==> src/rtl/hub_dma_if.sv <==
// Hub bus slot of one cog-side DMA initiator.
// Outputs of every initiator are OR-combined onto the hub.
interface hub_dma_if;
  logic        ena_bus;
  logic        bus_sel;
  logic        bus_r;
  logic        bus_e;
  logic        bus_w;
  logic [1:0]  bus_s;
  logic [15:0] bus_a;
  logic [31:0] bus_d;
  logic [31:0] bus_q;
  logic        bus_ack;

  modport master (
    input  ena_bus, bus_sel, bus_q, bus_ack,
    output bus_r, bus_e, bus_w, bus_s, bus_a, bus_d
  );

  modport slave (
    output ena_bus, bus_sel, bus_q, bus_ack,
    input  bus_r, bus_e, bus_w, bus_s, bus_a, bus_d
  );
endinterface

==> src/rtl/hub_dma.sv <==
// Long-word hub DMA with read-data FIFO, one request in flight.
// Write support is compiled in by defining HUB_DMA_WRITE_EN.
module hub_dma #(
  parameter int FIFO_DEPTH = 4
) (
  input  logic        clk_cog,
  input  logic        nres,
  hub_dma_if.master   bus,
  input  logic        cmd_valid,
  output logic        cmd_ready,
  input  logic        cmd_write,
  input  logic [15:0] cmd_addr,
  input  logic [7:0]  cmd_count,
  input  logic        wr_valid,
  output logic        wr_ready,
  input  logic [31:0] wr_data,
  output logic        rd_valid,
  input  logic        rd_ready,
  output logic [31:0] rd_data,
  output logic        busy,
  output logic        done,
  output logic        err
);

  localparam int AW = $clog2(FIFO_DEPTH);

  typedef enum logic [1:0] {
    IDLE, WAIT_SLOT, WAIT_ACK, DRAIN
  } state_t;

  state_t      state, state_nx;
  logic [15:0] addr;
  logic [8:0]  cnt;
  logic [31:0] mem [FIFO_DEPTH];
  logic [AW:0] wptr, rptr, occ;
  logic        empty, full;
  logic        accept, issue, ack;
  logic        push, pop, eligible;

`ifdef HUB_DMA_WRITE_EN
  logic        wflag;
  assign eligible = wflag ? wr_valid : !full;
  assign push     = ack && !wflag;
`else
  logic        unused_wr;
  assign unused_wr = ^{wr_valid, wr_data};
  assign eligible  = !full;
  assign push      = ack;
`endif

  assign occ      = wptr - rptr;
  assign empty    = (wptr == rptr);
  assign full     = occ[AW];
  assign rd_valid = nres && !empty;
  assign rd_data  = mem[rptr[AW-1:0]];
  assign pop      = rd_valid && rd_ready;

  always_comb begin
    state_nx  = state;
    accept    = 1'b0;
    issue     = 1'b0;
    ack       = 1'b0;
    cmd_ready = 1'b0;
    wr_ready  = 1'b0;
    done      = 1'b0;
    err       = 1'b0;
    busy      = (state != IDLE);
    bus.bus_r = 1'b0;
    bus.bus_e = 1'b0;
    bus.bus_w = 1'b0;
    bus.bus_s = 2'b00;
    bus.bus_a = 16'h0000;
    bus.bus_d = 32'h0;
    unique case (state)
      IDLE: begin
        cmd_ready = 1'b1;
        if (cmd_valid) begin
`ifdef HUB_DMA_WRITE_EN
          accept   = 1'b1;
          state_nx = WAIT_SLOT;
`else
          if (cmd_write) begin
            err = 1'b1;
          end else begin
            accept   = 1'b1;
            state_nx = WAIT_SLOT;
          end
`endif
        end
      end
      WAIT_SLOT: begin
        if (bus.bus_sel && bus.ena_bus && eligible) begin
          issue     = 1'b1;
          bus.bus_r = 1'b1;
          bus.bus_e = 1'b1;
          bus.bus_s = 2'b10;
          bus.bus_a = addr;
`ifdef HUB_DMA_WRITE_EN
          bus.bus_w = wflag;
          wr_ready  = wflag;
          bus.bus_d = wflag ? wr_data : 32'h0;
`endif
          state_nx  = WAIT_ACK;
        end
      end
      WAIT_ACK: begin
        if (bus.bus_ack) begin
          ack      = 1'b1;
          state_nx = (cnt == 9'd1) ? DRAIN : WAIT_SLOT;
        end
      end
      DRAIN: begin
        if (empty) begin
          done     = 1'b1;
          state_nx = IDLE;
        end
      end
      default: state_nx = IDLE;
    endcase
    // Reset dominates so the hub sees a silent initiator.
    if (!nres) begin
      state_nx  = IDLE;
      accept    = 1'b0;
      issue     = 1'b0;
      ack       = 1'b0;
      cmd_ready = 1'b1;
      wr_ready  = 1'b0;
      done      = 1'b0;
      err       = 1'b0;
      busy      = 1'b0;
      bus.bus_r = 1'b0;
      bus.bus_e = 1'b0;
      bus.bus_w = 1'b0;
      bus.bus_s = 2'b00;
      bus.bus_a = 16'h0000;
      bus.bus_d = 32'h0;
    end
  end

  always_ff @(posedge clk_cog) begin
    if (!nres) begin
      state <= IDLE;
      addr  <= 16'h0000;
      cnt   <= 9'd0;
      wptr  <= '0;
      rptr  <= '0;
`ifdef HUB_DMA_WRITE_EN
      wflag <= 1'b0;
`endif
    end else begin
      state <= state_nx;
      if (accept) begin
        addr  <= {cmd_addr[15:2], 2'b00};
        cnt   <= {(cmd_count == 8'd0), cmd_count};
`ifdef HUB_DMA_WRITE_EN
        wflag <= cmd_write;
`endif
      end else if (ack) begin
        addr <= addr + 16'd4;
        cnt  <= cnt - 9'd1;
      end
      if (push) wptr <= wptr + 1'b1;
      if (pop)  rptr <= rptr + 1'b1;
    end
  end

  always_ff @(posedge clk_cog) begin
    if (push) mem[wptr[AW-1:0]] <= bus.bus_q;
  end

endmodule

==> src/flat_wrapper.sv <==
// flat-port wrapper written by rule: the top's interface ports become plain ports
module hub_dma_flat 
#(
  parameter int FIFO_DEPTH = 4
)
  (clk_cog, nres, cmd_valid, cmd_ready, cmd_write, cmd_addr, cmd_count, wr_valid, wr_ready, wr_data, rd_valid, rd_ready, rd_data, busy, done, err, bus_ena_bus, bus_bus_sel, bus_bus_q, bus_bus_ack, bus_bus_r, bus_bus_e, bus_bus_w, bus_bus_s, bus_bus_a, bus_bus_d);
  hub_dma_if bus_i ();
  input  logic clk_cog;
  input  logic nres;
  input  logic cmd_valid;
  output logic cmd_ready;
  input  logic cmd_write;
  input  logic [15:0] cmd_addr;
  input  logic [7:0] cmd_count;
  input  logic wr_valid;
  output logic wr_ready;
  input  logic [31:0] wr_data;
  output logic rd_valid;
  input  logic rd_ready;
  output logic [31:0] rd_data;
  output logic busy;
  output logic done;
  output logic err;
  input wire logic [$bits(bus_i.ena_bus)-1:0] bus_ena_bus;
  input wire logic [$bits(bus_i.bus_sel)-1:0] bus_bus_sel;
  input wire logic [$bits(bus_i.bus_q)-1:0] bus_bus_q;
  input wire logic [$bits(bus_i.bus_ack)-1:0] bus_bus_ack;
  output wire logic [$bits(bus_i.bus_r)-1:0] bus_bus_r;
  output wire logic [$bits(bus_i.bus_e)-1:0] bus_bus_e;
  output wire logic [$bits(bus_i.bus_w)-1:0] bus_bus_w;
  output wire logic [$bits(bus_i.bus_s)-1:0] bus_bus_s;
  output wire logic [$bits(bus_i.bus_a)-1:0] bus_bus_a;
  output wire logic [$bits(bus_i.bus_d)-1:0] bus_bus_d;
  assign bus_i.ena_bus = bus_ena_bus;
  assign bus_i.bus_sel = bus_bus_sel;
  assign bus_i.bus_q = bus_bus_q;
  assign bus_i.bus_ack = bus_bus_ack;
  assign bus_bus_r = bus_i.bus_r;
  assign bus_bus_e = bus_i.bus_e;
  assign bus_bus_w = bus_i.bus_w;
  assign bus_bus_s = bus_i.bus_s;
  assign bus_bus_a = bus_i.bus_a;
  assign bus_bus_d = bus_i.bus_d;
  hub_dma #(.FIFO_DEPTH(FIFO_DEPTH)) u_core (.clk_cog(clk_cog), .nres(nres), .bus(bus_i), .cmd_valid(cmd_valid), .cmd_ready(cmd_ready), .cmd_write(cmd_write), .cmd_addr(cmd_addr), .cmd_count(cmd_count), .wr_valid(wr_valid), .wr_ready(wr_ready), .wr_data(wr_data), .rd_valid(rd_valid), .rd_ready(rd_ready), .rd_data(rd_data), .busy(busy), .done(done), .err(err));
endmodule
==> config.mk <==
export PLATFORM = sky130hd
export DESIGN_NAME = hub_dma_flat
export DESIGN_NICKNAME = d
export VERILOG_FILES = /design/src/rtl/hub_dma_if.sv /design/src/rtl/hub_dma.sv /design/src/flat_wrapper.sv
export SDC_FILE = /design/constraint.sdc
export NUM_CORES = 1
export LEC_CHECK = 0
export CORE_MARGIN = 4
export CORE_UTILIZATION = 48
export DETAILED_ROUTE_END_ITERATION = 8
export HOLD_SLACK_MARGIN = 0.1
export PLACE_DENSITY = 0.79
export SYNTH_ARGS = -nofsm -noshare
export SYNTH_HDL_FRONTEND = slang
export SYNTH_SLANG_ARGS = --single-unit
==> constraint.sdc <==
create_clock -name clk_cog -period 5.1 [get_ports clk_cog]
set_clock_uncertainty 0.2 [all_clocks]
set_input_delay 0.765 -clock clk_cog [delete_from_list [all_inputs] [get_ports clk_cog]]
set_output_delay 0.765 -clock clk_cog [all_outputs]
set_load 0.02 [all_outputs]
# == After elaboration in Yosys (flattened, before gate mapping) ==
# Memories as Yosys holds them, arrays and structs flattened. A register that Yosys moved wholly into a read port is not among the register bits.
# Index checks and enable logic that the tools add are counted.
# word_totals
reg_bits,33
latch_bits,0
ram_bits,128
rom_bits,0
in_bits,97
output_inout_bits,91
elab_cells,76
memories,1
# memory_table
memory,depth,width,read_ports,rd_clocked_by_memory_dff,wr,line,text
u_core.mem,4,32,1,1,1,hub_dma.sv:34,logic [31:0] mem [FIFO_DEPTH];
# classes
add_sub_neg,5
multipliers,0
div_mod_pow,0
magnitude_cmp,0
eq_ne,10
n_shift,0
muxes,41
n_bitwise,1
reduce_logical,12
# op_table
cell,n
$mux W16,5
$mux W1,22
$mux W2,11
$mux W9,2
$add A16 B3 Y16 const B,1
$eq A9 B1 Y1 const B,1
$sub A9 B1 Y9 const B,1
$logic_not A8 Y1,1
$pmux W2 S4,1
$add A3 B1 Y3 const B,2
$ne A2 B2 Y1 const B,3
$reduce_and A5 Y1,1
$eq A2 B2 Y1 const B,2
$logic_and A1 B1 Y1,4
$ne A2 B1 Y1 const B,2
$reduce_bool A2 Y1,2
$eq A3 B3 Y1,1
$sub A3 B3 Y3,1
$eq A2 B1 Y1 const B,1
$logic_not A1 Y1,2
$logic_not A2 Y1,1
$reduce_or A2 Y1,1
$not A1 Y1,1

# == Longest topological paths before layout ==
# Gate-level depths: netlist of the first run.
# logic_depth
word_depth,6
depth_mapped,7
mapped_depth_nobuf,6

# == Least setup slack after synthesis of the first run ==
# OpenSTA, ideal clock, no wires.
# synth_path
path_kind,input port to flip-flop
from,input bus_bus_ack
to,"memory u_core.mem[0][0], enable pin"
setup_time_ns,0.392
arrival_ns,2.322
required_time_ns,4.508
path_slack_ns,2.186
path_stages,4
path_cell_list,and4b_1 > clkbuf_1 > clkbuf_1 > and2_1
# synth_between
elab_chain_cells,5
# synth_rtl
item,line,text
from (decl),flat_wrapper.sv:27,input wire logic [$bits(bus_i.bus_ack)-1:0] bus_bus_ack;
$mux W1,hub_dma.sv:107,if (bus.bus_ack) begin
$mux W1,hub_dma.sv:74,unique case (state)
$mux W1,hub_dma.sv:121,if (!nres) begin
$mux W1,hub_dma.sv:168,if (push) mem[wptr[AW-1:0]] <= bus.bus_q;
$mux W1 (not written as such),hub_dma.sv:168,
to (decl),hub_dma.sv:34,
# No other way between the ends.

# == Worst setup path in the final report of the first run ==
# layout_path
from,input nres
to,output bus_bus_a[4]
# layout_between
elab_chain_cells,1
# layout_rtl
item,line,text
from (decl),flat_wrapper.sv:9,input logic nres;
$mux W16,hub_dma.sv:121,
to (decl),flat_wrapper.sv:32,output wire logic [$bits(bus_i.bus_a)-1:0] bus_bus_a;
# No other way between the ends.

==> summary.txt, run 1 <==
Global route
  – Largest net degree at the start of global routing: 34
  – Total congestion overflow: 0
  – First-pass GRT wire length: 21,700 um
  – Initial antenna violation count: 0
  – Vias in the first global route: ~4,300
  – GRT Overall Usage: 0.173

Synth
  – Synth unique cells: 45
  – Register area share after synthesis: 0.659
  – Yosys warns: 0
  – EDFF count, synth: ~130
  – Post-synth top flop: edfxtp_1
  – Mapped Cells: ~450
  – Synth Cell Area: a little under 0.007 sq mm
  – Syn_area_per_cell: about 15 sq um
  – Async SR Flop Fraction: 0
  – #FFs+latches synth: about 160

Place
  – Port Buf Inserts: around 120
  – Routability cong.: 0.855
  – HPWL after DPL: 8640 um

Critical path
  – CP top delay family: buffers and inverters
  – Worst path max stage delay: 0.82 ns
  – CP Class: input port to output port
  – Worst path slowest cell: clkdlybuf4s50_1
  – Critical-path cell list: clkdlybuf4s50_1, nand2_1, a211oi_1, buf_4, and2_1, clkdlybuf4s50_1
  – Most frequent cell on the critical path: clkdlybuf4s50_1
  – Worst Path Arrival: ~3 ns
  – Crit path required time: between 4 and 5 ns
  – Critical path launch point type: input port
  – Critical path buffer and inverter count: 3
  – Worst Path Max Fanout: 17
  – Worst setup EP type: output port

Routing
  – Number of remaining DRC errors: 0
  – Post-Route WL: 13,500 um
  – Via-to-Cell Ratio: around 5.4
  – Final ANT Viol Nets: 0
  – Avg WL per Cell: between 15 and 20 um
  – Routed vias: 4,122
  – Initial DRC Count: ~260
  – Initial DRT Pass Iterations: 4

Cells and area
  – P&R area growth vs syn: 24.8%
  – Nets: a little under 700
  – # fillers: roughly 1,000
  – Register area: roughly 0.0045 sq mm
  – Commonest non-fill, non-tap cells in the layout: edfxtp_1, clkdlybuf4s50_1, conb_1, mux4_2, dfxtp_1
  – Layout cells sized above 1: 0.121
  – Most common cell after layout, fill and taps aside: edfxtp_1
  – ANT cells: 0
  – Area occupied by multi-input gates: 0.00205 sq mm

Clocking
  – Hold-fix buffers, CTS: 0
  – CTS resizes: 0
  – Clock sinks: 161
  – Root buffer cell: clkbuf_16
  – Max clock buf depth: 2
  – CTS tree: done
  – CTS clk-pin slew, worst paths: roughly 0.06 ns
  – Setup bufs post-CTS: 0
  – H-tree depth: 4
  – Worst skew pair latency: between 0.4 and 0.5 ns
  – TritonCTS Buffers: 17

Power
  – Maximum VDD drop: approximately 0.21 mV
  – Pwr dens: roughly 320 mW/mm^2
  – P_leak: 2.82 nW
  – Power Total: 2.76 mW

Die
  – CORE AREA: between 0.01 and 0.015 sq mm
  – Die extent in x: about 130 um
  – Std cell rows: 43
  – Starting Density: 0.490
  – Die area: 0.0162 sq mm
  – Top-Level Pins: approximately 190
  – Die Height: 127 um

STA
  – Final hold violations: 0
  – Final hold slack: between 0.3 and 0.4 ns
  – Peak Freq: approximately 250 MHz
  – Setup violators final: 0
  – RSZ-0062 raised after global routing: no
  – Setup TNS: 0 ns
  – Max-slew headroom: 0.287
  – Slew @ Worst Pin: about 1.1 ns
  – Final period util: 0.769
  – Fin crit period: 3.92 ns
  – Pins Over Slew Limit: 0

Worst hold path
  – Hold Path Class: flop to flop

Status
  – Status: completed

Flow run
  – Max-cap viol count: 0
## worst paths after layout
check	slack, ns	start	endpoint	cells after the start
worst min register to register	0.31	u_core.cnt[7]	u_core.cnt[7]	2
worst max register to register	2.50	u_core.state[1]	u_core.mem[3][27]	2
worst max-delay path	1.18	nres	bus_bus_a[4]	6
worst min-delay path	0.31	u_core.cnt[7]	u_core.cnt[7]	2
## cell families (layout without fill, tap and decap cells)
logic type / after synthesis / count (layout) / synth area share
xor+xnor: 11 / 11 / 0.0141
fa+ha+maj: 10 / 10 / 0.0183
flops: 161 / 161 / 0.659
simple gates: 97 / 97 / 0.0765
other cells: 1 / 37 / 0.000549
buf+inv: 72 / 162 / 0.0619
compound gates: 67 / 67 / 0.0624
mux: 33 / 33 / 0.107
## registers in the layout, summed over array words and instances, names as in the netlist, named ones only
name	count
u_core.cnt	9
u_core.addr	14
u_core.state	2
u_core.mem	128
u_core.rptr	3
u_core.wptr	3
## synthesized netlist by cell type (4+ instances only)
cell | number | area, sq um
nor4_1 | 6 | 37.5
nor2_1 | 20 | 75.1
ha_1 | 10 | 125
xor2_1 | 9 | 78.8
a221oi_1 | 4 | 35.0
clkbuf_1 | 13 | 48.8
nand4_1 | 6 | 37.5
nand3_1 | 9 | 45.0
o21ai_0 | 14 | 70.1
buf_2 | 4 | 20.0
and2_1 | 20 | 125
a21oi_1 | 19 | 95.1
buf_4 | 39 | 293
dfxtp_1 | 33 | 661
nand2_1 | 18 | 67.6
or4_1 | 4 | 30.0
mux4_2 | 32 | 721
a31oi_1 | 5 | 31.3
inv_1 | 13 | 48.8
o211ai_1 | 6 | 45.0
edfxtp_1 | 128 | 3840
## stage by stage
stage / instance area (sq um) / worst slack [ns] / std cells / utilization
2_1_floorplan: 6970 / 2.19 / 488 / -
3_3_place_gp: 8000 / 1.18 / 727 / 0.574
3_5_place_dp: 8000 / 1.19 / 727 / 0.574
4_1_cts: 8530 / 1.18 / 758 / 0.612
5_1_grt: 8530 / 0.966 / 758 / 0.612
6_report: 8530 / 1.18 / 758 / 0.612
## final cells by class
type,count,share of cell area
tap,180,0.0264
clock inverter,10,0.0106
sequential,161,0.528
multi-input combinational,255,0.240
inverter,13,0.00572
clock buffer,21,0.0516
timing repair buffer,118,0.138
## metal layers
layer | share of wire | vias up | global-route usage | routed length [um]
met5 | 0 | - | 0 | 0
li1 | - | 1890 | - | -
met4 | 0.015 | 0 | 0.0625 | 208
met3 | 0.071 | 20 | 0.0535 | 956
met2 | 0.50 | 179 | 0.281 | 6730
met1 | 0.42 | 2033 | 0.221 | 5630
## power breakdown
part | internal, mW | switching (mW)
registers | 1.43 | 0.0157
logic | 0.0778 | 0.0877
clock network | 0.664 | 0.483
total | 2.17 | 0.586
## tightest hold or removal path, cell delays in order, from the launching register on
cell,delay (ns)
dfxtp_1,0.32
o211ai_1,0.08
a21oi_1,0.06
Power figures use the tool's default switching activity.
==> run 2: changes to the inputs <==
--- a/config.mk
+++ b/config.mk
@@ -6,10 +6,10 @@
 export NUM_CORES = 1
 export LEC_CHECK = 0
 export CORE_MARGIN = 4
-export CORE_UTILIZATION = 48
+export CORE_UTILIZATION = 44
 export DETAILED_ROUTE_END_ITERATION = 8
 export HOLD_SLACK_MARGIN = 0.1
-export PLACE_DENSITY = 0.79
+export PLACE_DENSITY = 0.76
 export SYNTH_ARGS = -nofsm -noshare
 export SYNTH_HDL_FRONTEND = slang
 export SYNTH_SLANG_ARGS = --single-unit
==> constraint.sdc (replaced) <==
create_clock -name clk_cog -period 3.4 [get_ports clk_cog]
set_clock_uncertainty 0.2 [all_clocks]
set_input_delay 0.51 -clock clk_cog [delete_from_list [all_inputs] [get_ports clk_cog]]
set_output_delay 0.51 -clock clk_cog [all_outputs]
set_load 0.02 [all_outputs]
==> run 2 against run 1 <==
Compared with the run above:
- first-iteration DRC count is 29% lower
- count of clock-buffer cells in the layout down 2
- utilization fell by 3.9 points
- global-route usage down 1.2 points
- via count rose by 1.5%
- clock power grew 58%
- critical path depth grew 3
==> summary.txt, run 2 (synthesized netlist as in run 1, its figures left out) <==
Global route
  – Initial antenna violation count: 1
  – GRT Overall Usage: 0.161
  – Total congestion overflow: 0
  – Vias in the first global route: between 4,000 and 5,000
  – Largest net degree at the start of global routing: 34
  – First-pass GRT wire length: around 22,000 um

Critical path
  – R2R Setup Slk: around 1.2 ns
  – Reg2Reg Launch Point: u_core.cnt[2]
  – Crit path launch: u_core.wptr[0]
  – FF-to-FF path depth: 4
  – Worst Path Max Fanout: 13
  – Worst Path Arrival: 2.49 ns
  – CP Class: flop to output port
  – Crit Reg-Reg Endpoint: u_core.state[1]
  – Crit path required time: between 2 and 3 ns
  – Worst setup EP type: output port
  – Critical path launch point type: flop
  – End point of the critical path: bus_bus_a[7]

Die
  – Std cell rows: 45
  – Starting Density: 0.449
  – CORE AREA: around 0.015 sq mm
  – Top-Level Pins: around 190
  – Die Height: ~130 um
  – Die extent in x: about 130 um
  – Die area: between 0.015 and 0.02 sq mm

Clocking
  – H-tree depth: 4
  – Clock sinks: 161
  – Root buffer cell: clkbuf_16
  – TritonCTS Buffers: 17
  – CTS tree: done
  – Max clock buf depth: 2
  – CTS clk-pin slew, worst paths: roughly 0.060 ns
  – Worst skew pair latency: approximately 0.42 ns

STA
  – Pins Over Slew Limit: 0
  – Setup TNS: 0 ns
  – Peak Freq: 313 MHz
  – RSZ-0062 raised after global routing: no
  – Slew @ Worst Pin: 1.06 ns
  – Max-slew headroom: 0.284
  – Setup violators final: 0
  – Fin crit period: about 3.2 ns
  – Final period util: 0.940
  – Final hold slack: 0.300 ns
  – Final hold violations: 0

Cells and area
  – Nets: between 600 and 700
  – P&R area growth vs syn: 27.6%
  – Final Instance Count excl. Fillers: between 700 and 800
  – Layout cells sized above 1: 0.150
  – Commonest non-fill, non-tap cells in the layout: edfxtp_1, clkdlybuf4s50_1, conb_1, mux4_2, dfxtp_1
  – Most common cell after layout, fill and taps aside: edfxtp_1
  – Max reg flops: between 100 and 150
  – Post-layout util: 0.573
  – Final non-filler cell area: approximately 0.0087 sq mm
  – ANT cells: 0

Power
  – Clock power frac: 0.429
  – Cell-internal power: 3.34 mW
  – Net Sw Frac: 0.212
  – P_leak: slightly above 3 nW
  – Logic pwr share: 0.061
  – Maximum VDD drop: between 0.3 and 0.4 mV
  – P_sw: ~0.90 mW
  – Sequential power share: 0.510
  – Pwr dens: just under 500 mW/mm^2

Routing
  – Via-to-Cell Ratio: ~5.4
  – Final ANT Viol Nets: 0
  – Initial DRT Pass Iterations: 5
  – Initial DRC Count: roughly 190
  – Post-Route WL: approximately 14,000 um
  – Routed vias: 4,182
  – Avg WL per Cell: about 18 um
  – Number of remaining DRC errors: 0

Worst hold path
  – Hold Path Class: flop to flop
  – Worst hold start: u_core.cnt[7]
  – Hold-critical path depth: 2

Place
  – DP Area: between 0.008 and 0.009 sq mm
  – HPWL after DPL: 9230 um
  – Dpl cells: about 750
  – Port Buf Inserts: approximately 120
  – Routability cong.: 0.886

Flow run
  – Max-cap viol count: 0

Status
  – Status: completed
-- run 2: final cells by class --
class / count / area [sq um]
fillers: 1204 / 6480
flip-flops and latches: 161 / 4510
multi-input cells: 255 / 2050
repair buffers: 132 / 1310
clock buffers: 19 / 433
well taps: 188 / 235
clock inverters: 13 / 133
inverters: 13 / 48.8
-- run 2: power by group through the flow --
stage | clock [mW] | sequential, mW | combinational (mW)
2_1_floorplan | 0 | 2.20 | 0.160
3_3_place_gp | 0 | 2.20 | 0.247
3_5_place_dp | 0 | 2.20 | 0.255
4_1_cts | 1.85 | 2.16 | 0.256
5_1_grt | 1.94 | 2.16 | 0.278
6_report | 1.82 | 2.16 | 0.257
-- run 2: critical path: stages, from the launching register on --
cell,delay [ns]
dfxtp_1,0.36
inv_1,0.11
ha_1,0.19
nand2b_1,0.15
a21o_1,0.21
a211oi_1,0.24
buf_4,0.23
buf_4,0.13
and2_1,0.11
dlygate4sd2_1,0.33
-- run 2: timing repair --
item,CTS,global route
hold buffers,0,0
setup buffers,2,2
endpoints found under the setup margin,14,7
resized for setup,14,11
gates cloned,0,0
-- run 2: worst min-delay path by stage --
| stage | to | slack [ns] |
|---|---|---|
| final | u_core.cnt[7] | 0.30 |
| after detailed placement | u_core.cnt[7] | 0.29 |
| after CTS | u_core.cnt[7] | 0.30 |
| after floorplan | u_core.cnt[7] | 0.27 |
| after global routing | u_core.cnt[7] | 0.34 |
| after global placement | u_core.cnt[7] | 0.28 |
-- run 2: stage by stage --
stage | setup slack (ns) | power, mW
floorplan | 0.741 | 2.36
detailed placement | 0.323 | 2.46
CTS | 0.101 | 4.27
finish | 0.205 | 4.24
global route | 0.0102 | 4.38
global placement | 0.301 | 2.45
-- run 2: per-layer routing --
metal	wire length (um)	vias up	global-route usage
met1	5780	2037	0.203
li1	-	1926	-
met4	172	2	0.0491
met3	1050	21	0.0570
met2	6870	196	0.262
met5	13	-	0
